## src/rtl/fifo_wr_arbiter.sv

```systemverilog
// rtl/fifo_wr_arbiter.sv - packet-granular round-robin arbiter merging N channels onto one FIFO write port
// Optional stall watchdog built when FIFO_ARB_WATCHDOG_EN is defined.
module fifo_wr_arbiter #(
    parameter int C_WIDTH    = 32,
    parameter int C_NUM_CHNL = 4,
    parameter int C_TIMEOUT  = 256
) (
    input  logic                          CLK,
    input  logic                          RST_N,
    input  logic [C_NUM_CHNL-1:0]         CHNL_VALID,
    input  logic [C_NUM_CHNL*C_WIDTH-1:0] CHNL_DATA,
    input  logic [C_NUM_CHNL-1:0]         CHNL_LAST,
    output logic [C_NUM_CHNL-1:0]         CHNL_READY,
    output logic [C_NUM_CHNL-1:0]         GRANT,
    output logic [C_WIDTH-1:0]            WR_DATA,
    output logic                          WR_EN,
    input  logic                          WR_FULL,
    output logic                          TIMEOUT
);
    localparam int IW = (C_NUM_CHNL > 1) ? $clog2(C_NUM_CHNL) : 1;

    localparam logic [0:0] S_IDLE = 1'b0;
    localparam logic [0:0] S_BUSY = 1'b1;

    logic [0:0]            state_q, state_d;
    logic [C_NUM_CHNL-1:0] grant_q, grant_d;
    logic [IW-1:0]         cur_q, cur_d;
    logic [IW-1:0]         last_q, last_d;

    logic                  busy;
    logic                  valid_g;
    logic                  last_g;
    logic                  xfer;
    logic                  wd_hit;
    logic                  release_pkt;
    logic                  pick_found;
    logic [IW-1:0]         pick_idx;
    logic [IW-1:0]         cand;
    logic [C_NUM_CHNL-1:0] pick_oh;

    // Search starts one past the previous owner so every channel gets a turn.
    always_comb begin
        pick_found = 1'b0;
        pick_idx   = '0;
        cand       = '0;
        for (int k = 1; k <= C_NUM_CHNL; k++) begin
            cand = IW'((int'(last_q) + k) % C_NUM_CHNL);
            if (!pick_found && CHNL_VALID[cand]) begin
                pick_found = 1'b1;
                pick_idx   = cand;
            end
        end
    end

    assign pick_oh = C_NUM_CHNL'(1) << pick_idx;

    assign busy    = (state_q == S_BUSY);
    assign valid_g = |(CHNL_VALID & grant_q);
    assign last_g  = |(CHNL_LAST & grant_q);
    assign xfer    = busy & valid_g & ~WR_FULL;

    // AND-OR mux: an all-zero grant naturally yields zero write data.
    always_comb begin
        WR_DATA = '0;
        for (int i = 0; i < C_NUM_CHNL; i++) begin
            WR_DATA = WR_DATA | (CHNL_DATA[i*C_WIDTH +: C_WIDTH] & {C_WIDTH{grant_q[i]}});
        end
    end

    assign CHNL_READY = busy ? (grant_q & {C_NUM_CHNL{~WR_FULL}}) : '0;
    assign WR_EN      = xfer;
    assign GRANT      = grant_q;

`ifdef FIFO_ARB_WATCHDOG_EN
    localparam int CW = 16;

    logic [CW-1:0] wd_cnt_q, wd_cnt_d;

    // Only cycles where the owner has nothing to offer count as stalls.
    assign wd_hit = busy && !valid_g && (wd_cnt_q == CW'(C_TIMEOUT - 1));

    always_comb begin
        wd_cnt_d = wd_cnt_q + CW'(1);
        if (!busy || valid_g || wd_hit) begin
            wd_cnt_d = '0;
        end
    end

    always_ff @(posedge CLK or negedge RST_N) begin
        if (!RST_N) begin
            wd_cnt_q <= '0;
        end else begin
            wd_cnt_q <= wd_cnt_d;
        end
    end

    assign TIMEOUT = wd_hit;
`else
    logic [15:0] timeout_unused;
    assign timeout_unused = 16'(C_TIMEOUT);
    assign wd_hit         = 1'b0;
    assign TIMEOUT        = 1'b0;
`endif

    assign release_pkt = (xfer && last_g) || wd_hit;

    always_comb begin
        state_d = state_q;
        grant_d = grant_q;
        cur_d   = cur_q;
        last_d  = last_q;
        case (state_q)
            S_IDLE: begin
                if (pick_found) begin
                    state_d = S_BUSY;
                    grant_d = pick_oh;
                    cur_d   = pick_idx;
                end
            end
            default: begin
                if (release_pkt) begin
                    state_d = S_IDLE;
                    grant_d = '0;
                    last_d  = cur_q;
                end
            end
        endcase
    end

    always_ff @(posedge CLK or negedge RST_N) begin
        if (!RST_N) begin
            state_q <= S_IDLE;
            grant_q <= '0;
            cur_q   <= '0;
            last_q  <= IW'(C_NUM_CHNL - 1);
        end else begin
            state_q <= state_d;
            grant_q <= grant_d;
            cur_q   <= cur_d;
            last_q  <= last_d;
        end
    end

endmodule
```

## config.mk

```make
export PLATFORM = sky130hd
export DESIGN_NAME = fifo_wr_arbiter
export DESIGN_NICKNAME = d
export VERILOG_FILES = /design/src/rtl/fifo_wr_arbiter.sv
export SDC_FILE = /design/constraint.sdc
export NUM_CORES = 1
export LEC_CHECK = 0
export BUFFER_PORTS_ARGS = -buffer_cell sky130_fd_sc_hd__clkbuf_2
export CORE_MARGIN = 5
export CORE_UTILIZATION = 30
export DETAILED_ROUTE_END_ITERATION = 10
export PLACE_DENSITY = 0.88
export SYNTH_ARGS = -nofsm -noshare
export SYNTH_HDL_FRONTEND = slang
export SYNTH_SLANG_ARGS = --single-unit
```

## constraint.sdc

```tcl
create_clock -name CLK -period 1.45 [get_ports CLK]
set_input_delay 0.0725 -clock CLK [delete_from_list [all_inputs] [get_ports CLK]]
set_output_delay 0.0725 -clock CLK [all_outputs]
set_load 0.05 [all_outputs]
```

==> results.yml, run 1 <==
outcome:
  status: "completed"
global_routing:
  track_usage_pct: 22.1
  grt_pass1_vias: 2117
  antenna_found_initial: 0
  grt_overflow: 0
  grt_pass1_wl_um: 9460
  grt_max_degree: 24
floorplanning:
  num_io_pins: 181
  die_y_um: 73.6
  initial_core_util_pct: 30.6
  core_um2: 3970
  rows: 23
  die_area_um2: 5420
  die_x_um: 73.6
critical_path:
  crit_required_ps: 1380
  crit_arrival_ps: 1350
  crit_buf_inv: 2
  cpPeakStageDelay_ps: 440
  cp-startpoint: "GRANT[0]"
  startpoint_type: "register"
  critPathMaxFanout: 14
  r2r_start: "last_q[0]"
  crit_path_end_kind: "output port"
  cp_top_family: "flip-flops"
  cp_slowest_cell: "dfrtp_2"
  crit_type: "register to output port"
  cp_cell_sequence: "buf_6 -> a22oi_1 -> nand2_2 -> clkbuf_4"
timing:
  hold_viol: 0
  fin_ws_ps: 29.4
  setup_viol: 0
  period_share_pct: 98.0
  fmax_mhz: 704
  fin_skew_ps: 1.54
  drv_slew: 0
  fin_setup_tns_ps: 0
  min_period_ps: 1420
  rsz0062_at_grt: "true"
clock_network:
  clockBufferDepth: 2
  cts_sinks: 9
  clk_pin_slew_worst_paths_ps: 40
  htree_levels: 1
  tritoncts: "built"
  numCtsBuffers: 3
  clock_latency_ps: 230
  cts_root_buf: "clkbuf_8"
yosys:
  synth-seq-area-share_pct: 18.7
  netlist_area_um2: 1210
  avgSynthCellArea_um2: 7.41
  synth.distinct_cells: 31
  postSynthCellCount: 164
  syn_nets: 303
  ys_warn_count: 0
  ys_seq_elements: 9
pwr:
  irDropWorstVdd_uv: 1480
  power_density_nw_per_um2: 2360
  p_leak_uw: 0.00138
place:
  place_congestion: 0.893
  place_area_um2: 2290
  hpwlAfterDp_um: 5430
  io_buffer_count: 179
  pre_cts_ws_ps: -3.77
routing:
  drc_errors: 0
  firstDrtPassIters: 4
  vias: 2079
  drt_iter0_markers: 72
  via_per_inst: 5.33
  wire_per_inst_um: 17.5
  wl_um: 6840
  ant_nets: 0
cells_and_area:
  final_cell_area_um2: 2610
  n_fill_cell: 324
  layout-drive-gt1-share_pct: 80.9
  antennaDiodeCount: 0
  fin_nets: 480
  syn2layout_area_growth_pct: 115
worst_hold_path:
  min_path_type: "input port to async pin"
job:
  maxCapViolCount: 0
[placed cells by master (no fill, tap or decap), drive strengths merged, types with 4 or more instances in the layout]
cell / count
a22oi: 68
a32o: 4
and2: 4
buf: 29
clkbuf: 164
dfrtp: 7
nand2: 35
nor2: 4
[worst paths after layout]
kind	to	slack, ps	cells past startpoint
max in group asynchronous	last_q[0]	970	2
min reg2reg	cur_q[1]	490	1
min	cur_q[0]	230	2
max reg2reg	GRANT[3]	50	4
max	WR_DATA[7]	30	4
min in group CLK	last_q[1]	400	5
[routing by layer]
metal  GRT usage [%]  routed length (um)
met2            41.4                3700
met1            24.5                2340
met5               0                   0
met3            4.92                 671
met4            6.24                 124
[state kept, by name (all words and copies together), names as in the netlist]
name,flops
cur_q,2
last_q,2
busy,1
GRANT,4
[power by group]
part	internal, uW	switching, uW	total (uW)	leakage (uW)
Combinational	1810	3560	5360	0.00126
Sequential	386	139	525	0.000103
Clock	191	88.7	279	0.0000228
Total	2380	3780	6170	0.00138
[worst register-to-register path, stage by stage, from the launching register on]
cell	delay (ps)
dfstp_2	540
nand2b_4	130
o21ai_1	90
a211o_1	300
a32o_1	210
[per-stage QoR]
step | cells | hold slack (ps) | util [%] | power [uW]
2_1_floorplan | 164 | -223 | - | 4150
3_3_place_gp | 384 | -69.3 | 57.6 | 5220
3_5_place_dp | 384 | -67.7 | 57.6 | 5290
4_1_cts | 389 | 230 | 61.5 | 5860
5_1_grt | 390 | 260 | 65.8 | 6470
6_report | 390 | 232 | 65.8 | 6170
[layout make-up]
type	instances	area (um^2)	area share, %
multi-input combinational	136	1160	44.5
inverter	1	3.75	0.144
timing repair buffer	190	1110	42.3
clock buffer	4	45.0	1.72
sequential	9	233	8.90
tap	50	62.6	2.39
[kinds of logic (layout without fill, tap and decap cells)]
logic type | after synthesis | count (layout) | synth area share (%)
AO/OA/AOI/OAI | 82 | 82 | 52.2
AND/OR/NAND/NOR | 51 | 51 | 18.7
buffers and inverters | 19 | 195 | 7.52
flip-flops | 9 | 9 | 18.7
multiplexers | 2 | 2 | 2.47
other | 1 | 1 | 0.309
[what timing repair did]
item / in CTS / in global routing
buffers inserted: 0 / 1
endpoints found under the hold margin: 9 / 0
endpoints found under the setup margin: 30 / 36
resized for setup: 30 / 62
hold buffers: 1 / 0
pin swaps: 0 / 2
[cell usage after synthesis]
library cell,count,area (um^2)
nand2b_1,2,12.5
a21bo_2,1,10.0
a21o_1,1,7.51
and2_1,4,25.0
o21ai_0,1,5.00
dfrtp_1,7,175
dfstp_2,2,52.6
buf_1,1,3.75
nor3_1,1,5.00
or2_0,1,6.26
and2b_1,2,15.0
mux2_4,2,30.0
inv_1,1,3.75
a211o_1,1,8.76
a22oi_1,68,510
a211oi_1,1,7.51
a21o_2,1,8.76
clkbuf_1,11,41.3
buf_4,5,37.5
a21boi_2,1,11.3
o21ai_1,1,5.00
nand2_2,1,6.26
a311oi_2,1,15.0
a32o_1,4,40.0
buf_2,1,5.00
conb_1,1,3.75
nor3b_1,1,7.51
nand2_1,34,128
a21oi_1,1,5.00
nor2_1,4,15.0
or2b_1,1,7.51
(Power assumes the default switching activity.)
==> run 2, diff against run 1 <==
--- a/config.mk
+++ b/config.mk
@@ -9,6 +9,7 @@
 export CORE_MARGIN = 5
 export CORE_UTILIZATION = 30
 export DETAILED_ROUTE_END_ITERATION = 10
+export MAX_ROUTING_LAYER = met4
 export PLACE_DENSITY = 0.88
 export SYNTH_ARGS = -nofsm -noshare
 export SYNTH_HDL_FRONTEND = slang
==> run 2 against run 1 <==
Compared with the run above: the run now ends with negative setup slack left; clock skew increased by 0.55 ps; final cell count is 0.26% higher; sequential cell count unchanged; die area stayed put; worst hold slack hardly changed; clock power is essentially flat.
==> results.yml, run 2 (synthesis results as in run 1) <==
outcome:
  status: "finished, violations left"
  violations: "negative setup slack"
clock_network:
  clock_latency_ps: 230
  clockBufferDepth: 2
  numCtsBuffers: 3
  tritoncts: "built"
  cts_sinks: 9
  htree_levels: 1
  cts_root_buf: "clkbuf_8"
  clk_pin_slew_worst_paths_ps: 40
timing:
  min_period_ps: 1460
  setup_viol: 1
  fin_ws_ps: -13.5
  fin_skew_ps: 2.10
  fmax_mhz: 683
  hold_viol: 0
  period_share_pct: 101
  rsz0062_at_grt: "true"
  drv_slew: 0
routing:
  ant_nets: 0
  via_per_inst: 5.42
  wl_um: 7100
  drc_errors: 0
  firstDrtPassIters: 5
  drt_iter0_markers: 64
  vias: 2119
  wire_per_inst_um: 18.2
floorplanning:
  rows: 23
  die_x_um: 73.6
  die_y_um: 73.6
  die_area_um2: 5420
  initial_core_util_pct: 30.6
  num_io_pins: 181
  core_um2: 3970
critical_path:
  crit_required_ps: 1380
  cp_slowest_cell: "dfrtp_2"
  critPathMaxFanout: 21
  cp_top_family: "flip-flops"
  crit_buf_inv: 2
  startpoint_type: "register"
  crit_type: "register to output port"
  cpPeakStageDelay_ps: 440
  cp_cell_sequence: "buf_6 -> a22oi_1 -> nand2_2 -> clkbuf_4"
  crit_path_end_kind: "output port"
  crit_arrival_ps: 1390
pwr:
  finalPower_uw: 6310
  p_comb_share_pct: 87.1
  irDropWorstVdd_uv: 1460
  p_leak_uw: 0.00139
  power_density_nw_per_um2: 2380
  seqPwrFrac_pct: 8.4
  p_clk_share_pct: 4.4
  p_switching_uw: 3840
  swShare_pct: 60.8
  intPower_uw: 2470
place:
  hpwlAfterDp_um: 5430
  io_buffer_count: 179
  place_congestion: 0.908
  place_area_um2: 2290
cells_and_area:
  largest_register_ffs: 4
  n_fill_cell: 324
  antennaDiodeCount: 0
  seqCellArea_um2: 233
  layout-drive-gt1-share_pct: 81.5
  syn2layout_area_growth_pct: 118
  multi_input_area_um2: 1170
  final_cell_mix: "145 x clkbuf_2, 34 x a22oi_1, 34 x a22oi_2"
  final_cell_area_um2: 2650
  fin_nets: 481
  layout_commonest_cell: "clkbuf_2"
global_routing:
  grt_pass1_wl_um: 9470
  track_usage_pct: 22.7
  antenna_found_initial: 0
  grt_pass1_vias: 2115
  grt_overflow: 0
  grt_max_degree: 24
job:
  maxCapViolCount: 0
worst_hold_path:
  min_path_type: "input port to async pin"
[run 2: layout make-up]
class / instances / share of cell area [%]
clock buffers: 4 / 1.70
inverters: 1 / 0.141
multi-input cells: 136 / 44.2
flip-flops and latches: 9 / 8.77
well taps: 50 / 2.36
repair buffers: 191 / 42.8
[run 2: worst paths after layout]
path,startpoint,end,slack (ps),depth (start not counted)
hold / removal,RST_N,cur_q[0],230,2
setup / recovery,GRANT[0],WR_DATA[15],-10,4
max in group asynchronous,RST_N,last_q[0],970,2
min in group CLK,CHNL_LAST[3],last_q[1],400,5
setup reg to reg,last_q[0],GRANT[3],50,4
hold reg to reg,cur_q[1],cur_q[1],490,1
[run 2: power by group through the flow]
stage               logic, uW  registers (uW)  clock network, uW
floorplan                3550             598                  0
global placement         4710             508                  0
detailed placement       4770             519                  0
CTS                      5050             522                288
global route             5770             556                299
finish                   5500             533                281
[run 2: per-stage QoR]
stage                     setup TNS, ps  setup WS, ps  util (%)  hold slack, ps  std cells
final                             -13.5         -13.5      66.8             232        391
after detailed placement          -3.77         -3.77      57.6           -67.7        384
after floorplan                   -1340          -218         -            -223        164
after global routing               -300         -64.1      66.8             260        391
after CTS                             0         0.682      61.5             230        389
after global placement                0          69.3      57.6           -69.3        384
[run 2: layer usage]
layer / track usage [%] / vias up / wire length, um
met1: 25.1 / 963 / 2510
met5: - / - / 0
met3: 3.97 / 14 / 665
li1: - / 994 / -
met4: 6.24 / 0 / 105
met2: 41.4 / 148 / 3820
[run 2: repair_timing]
action | in CTS | in global routing
hold buffers | 1 | 0
endpoints found under the hold margin | 9 | 0
gates cloned | 0 | 1
pin swaps | 0 | 4
gates resized for setup | 30 | 70
buffers inserted | 0 | 1
endpoints found under the setup margin | 30 | 36
==> run 3, diff against run 2 <==
--- a/config.mk
+++ b/config.mk
@@ -5,7 +5,8 @@
 export SDC_FILE = /design/constraint.sdc
 export NUM_CORES = 1
 export LEC_CHECK = 0
-export BUFFER_PORTS_ARGS = -buffer_cell sky130_fd_sc_hd__clkbuf_2
+export ABC_AREA = 0
+export BUFFER_PORTS_ARGS = -buffer_cell sky130_fd_sc_hd__buf_2
 export CORE_MARGIN = 5
 export CORE_UTILIZATION = 30
 export DETAILED_ROUTE_END_ITERATION = 10
==> run 3 against run 2 <==
Compared with the run above: the run now ends clean; routed wire length shrank 1.3%; critical path depth stayed put; global-route usage down 0.56 points; count of clock-buffer cells in the layout is the same; worst hold slack better by 0.53 ps; sequential share of layout area grew 0.14 points; critical path type unchanged; first-iteration DRC count down 3.1%; die area is the same; final cell count down 0.51%.
==> results.yml, run 3 (synthesis results as in run 1) <==
outcome:
  status: "completed"
place:
  place_congestion: 0.891
  pre_cts_ws_ps: 35.1
  hpwlAfterDp_um: 5220
  io_buffer_count: 179
  place_area_um2: 2280
clock_network:
  numCtsBuffers: 3
  cts_root_buf: "clkbuf_8"
  clk_pin_slew_worst_paths_ps: 40
  clock_latency_ps: 230
  tritoncts: "built"
  clockBufferDepth: 2
  htree_levels: 1
  cts_sinks: 9
critical_path:
  cp_cell_sequence: "buf_12 -> a22oi_1 -> nand2_2 -> clkbuf_4"
  crit_type: "register to output port"
  cpPeakStageDelay_ps: 440
  critPathMaxFanout: 22
  cp-startpoint: "GRANT[2]"
  crit_path_end_kind: "output port"
  r2r_start: "last_q[0]"
  startpoint_type: "register"
  reg2reg_depth: 4
  crit_required_ps: 1380
  crit_arrival_ps: 1350
  cp_slowest_cell: "dfrtp_2"
routing:
  firstDrtPassIters: 4
  drc_errors: 0
  wl_um: 7010
  ant_nets: 0
  via_per_inst: 5.43
  vias: 2112
  drt_iter0_markers: 62
  wire_per_inst_um: 18.0
timing:
  fin_setup_tns_ps: 0
  fin_ws_ps: 26.3
  min_period_ps: 1420
  fin_skew_ps: 3.78
  setup_viol: 0
  rsz0062_at_grt: "true"
  fin_hold_ws_ps: 233
  drv_slew: 0
  hold_viol: 0
  fmax_mhz: 702
  period_share_pct: 98.2
pwr:
  p_leak_uw: 0.00135
  irDropWorstVdd_uv: 1590
  power_density_nw_per_um2: 2340
  finalPower_uw: 6110
floorplanning:
  core_um2: 3970
  num_io_pins: 181
  die_x_um: 73.6
  die_y_um: 73.6
  die_area_um2: 5420
  rows: 23
  initial_core_util_pct: 30.6
global_routing:
  grt_pass1_vias: 2013
  grt_overflow: 0
  antenna_found_initial: 0
  grt_max_degree: 24
  grt_pass1_wl_um: 9320
  track_usage_pct: 22.2
job:
  maxCapViolCount: 0
cells_and_area:
  syn2layout_area_growth_pct: 115
  layout-drive-gt1-share_pct: 82.0
  final_cell_area_um2: 2610
  fin_nets: 479
  antennaDiodeCount: 0
  multi_input_area_um2: 1190
  final_cell_mix: "155 x buf_2, 37 x a22oi_2, 31 x a22oi_1"
  largest_register_ffs: 4
  seqCellArea_um2: 233
  layout_commonest_cell: "buf_2"
  n_fill_cell: 331
worst_hold_path:
  min_path_type: "input port to async pin"
## run 3: layout make-up
type | count | share of cell area [%]
Clock buffer | 4 | 1.72
Sequential cell | 9 | 8.91
Multi-Input combinational cell | 136 | 45.6
Tap cell | 50 | 2.40
Inverter | 1 | 0.144
Timing Repair Buffer | 189 | 41.3
## run 3: through the flow
step                      cells  utilization [%]
after global placement      383             57.4
after global routing        389             65.8
after CTS                   388             59.5
final                       389             65.8
after floorplan             164                -
after detailed placement    383             57.4
## run 3: worst max-delay path, delay by kind of cell (launching register included)
kind                   cells  cell delay, ps
buffers and inverters      2             380
AOI/OAI and AO/OA          1             220
and+or+nand+nor            1              70
DFF                        1             440
## run 3: report_power, final
part	switching [uW]	internal [uW]	leakage, uW
Combinational	3550	1750	0.00122
Clock	94.5	191	0.0000228
Sequential	133	386	0.000103
## run 3: path summary, 6_finish.rpt
kind                               end  slack (ps)
setup / recovery           WR_DATA[11]          30
min in group CLK             last_q[0]         390
max in group asynchronous    last_q[1]         970
hold / removal                cur_q[1]         230
setup reg to reg              GRANT[1]          60
hold reg to reg               cur_q[1]         480
## run 3: metal layers
layer	part of all wire (%)	vias to the layer above	routed length (um)	GRT usage (%)
met5	0	-	0	-
met3	12	16	807	5.20
met4	1.4	0	99	3.62
met2	54	148	3800	40.6
met1	33	957	2300	24.5
li1	-	991	-	-
## run 3: repair_timing
action / 4_1_cts / 5_1_grt
setup buffers: 0 / 1
hold buffers: 1 / 0
resized for setup: 10 / 64
endpoints found under the setup margin: 9 / 36
hold endpoints to repair: 9 / 0
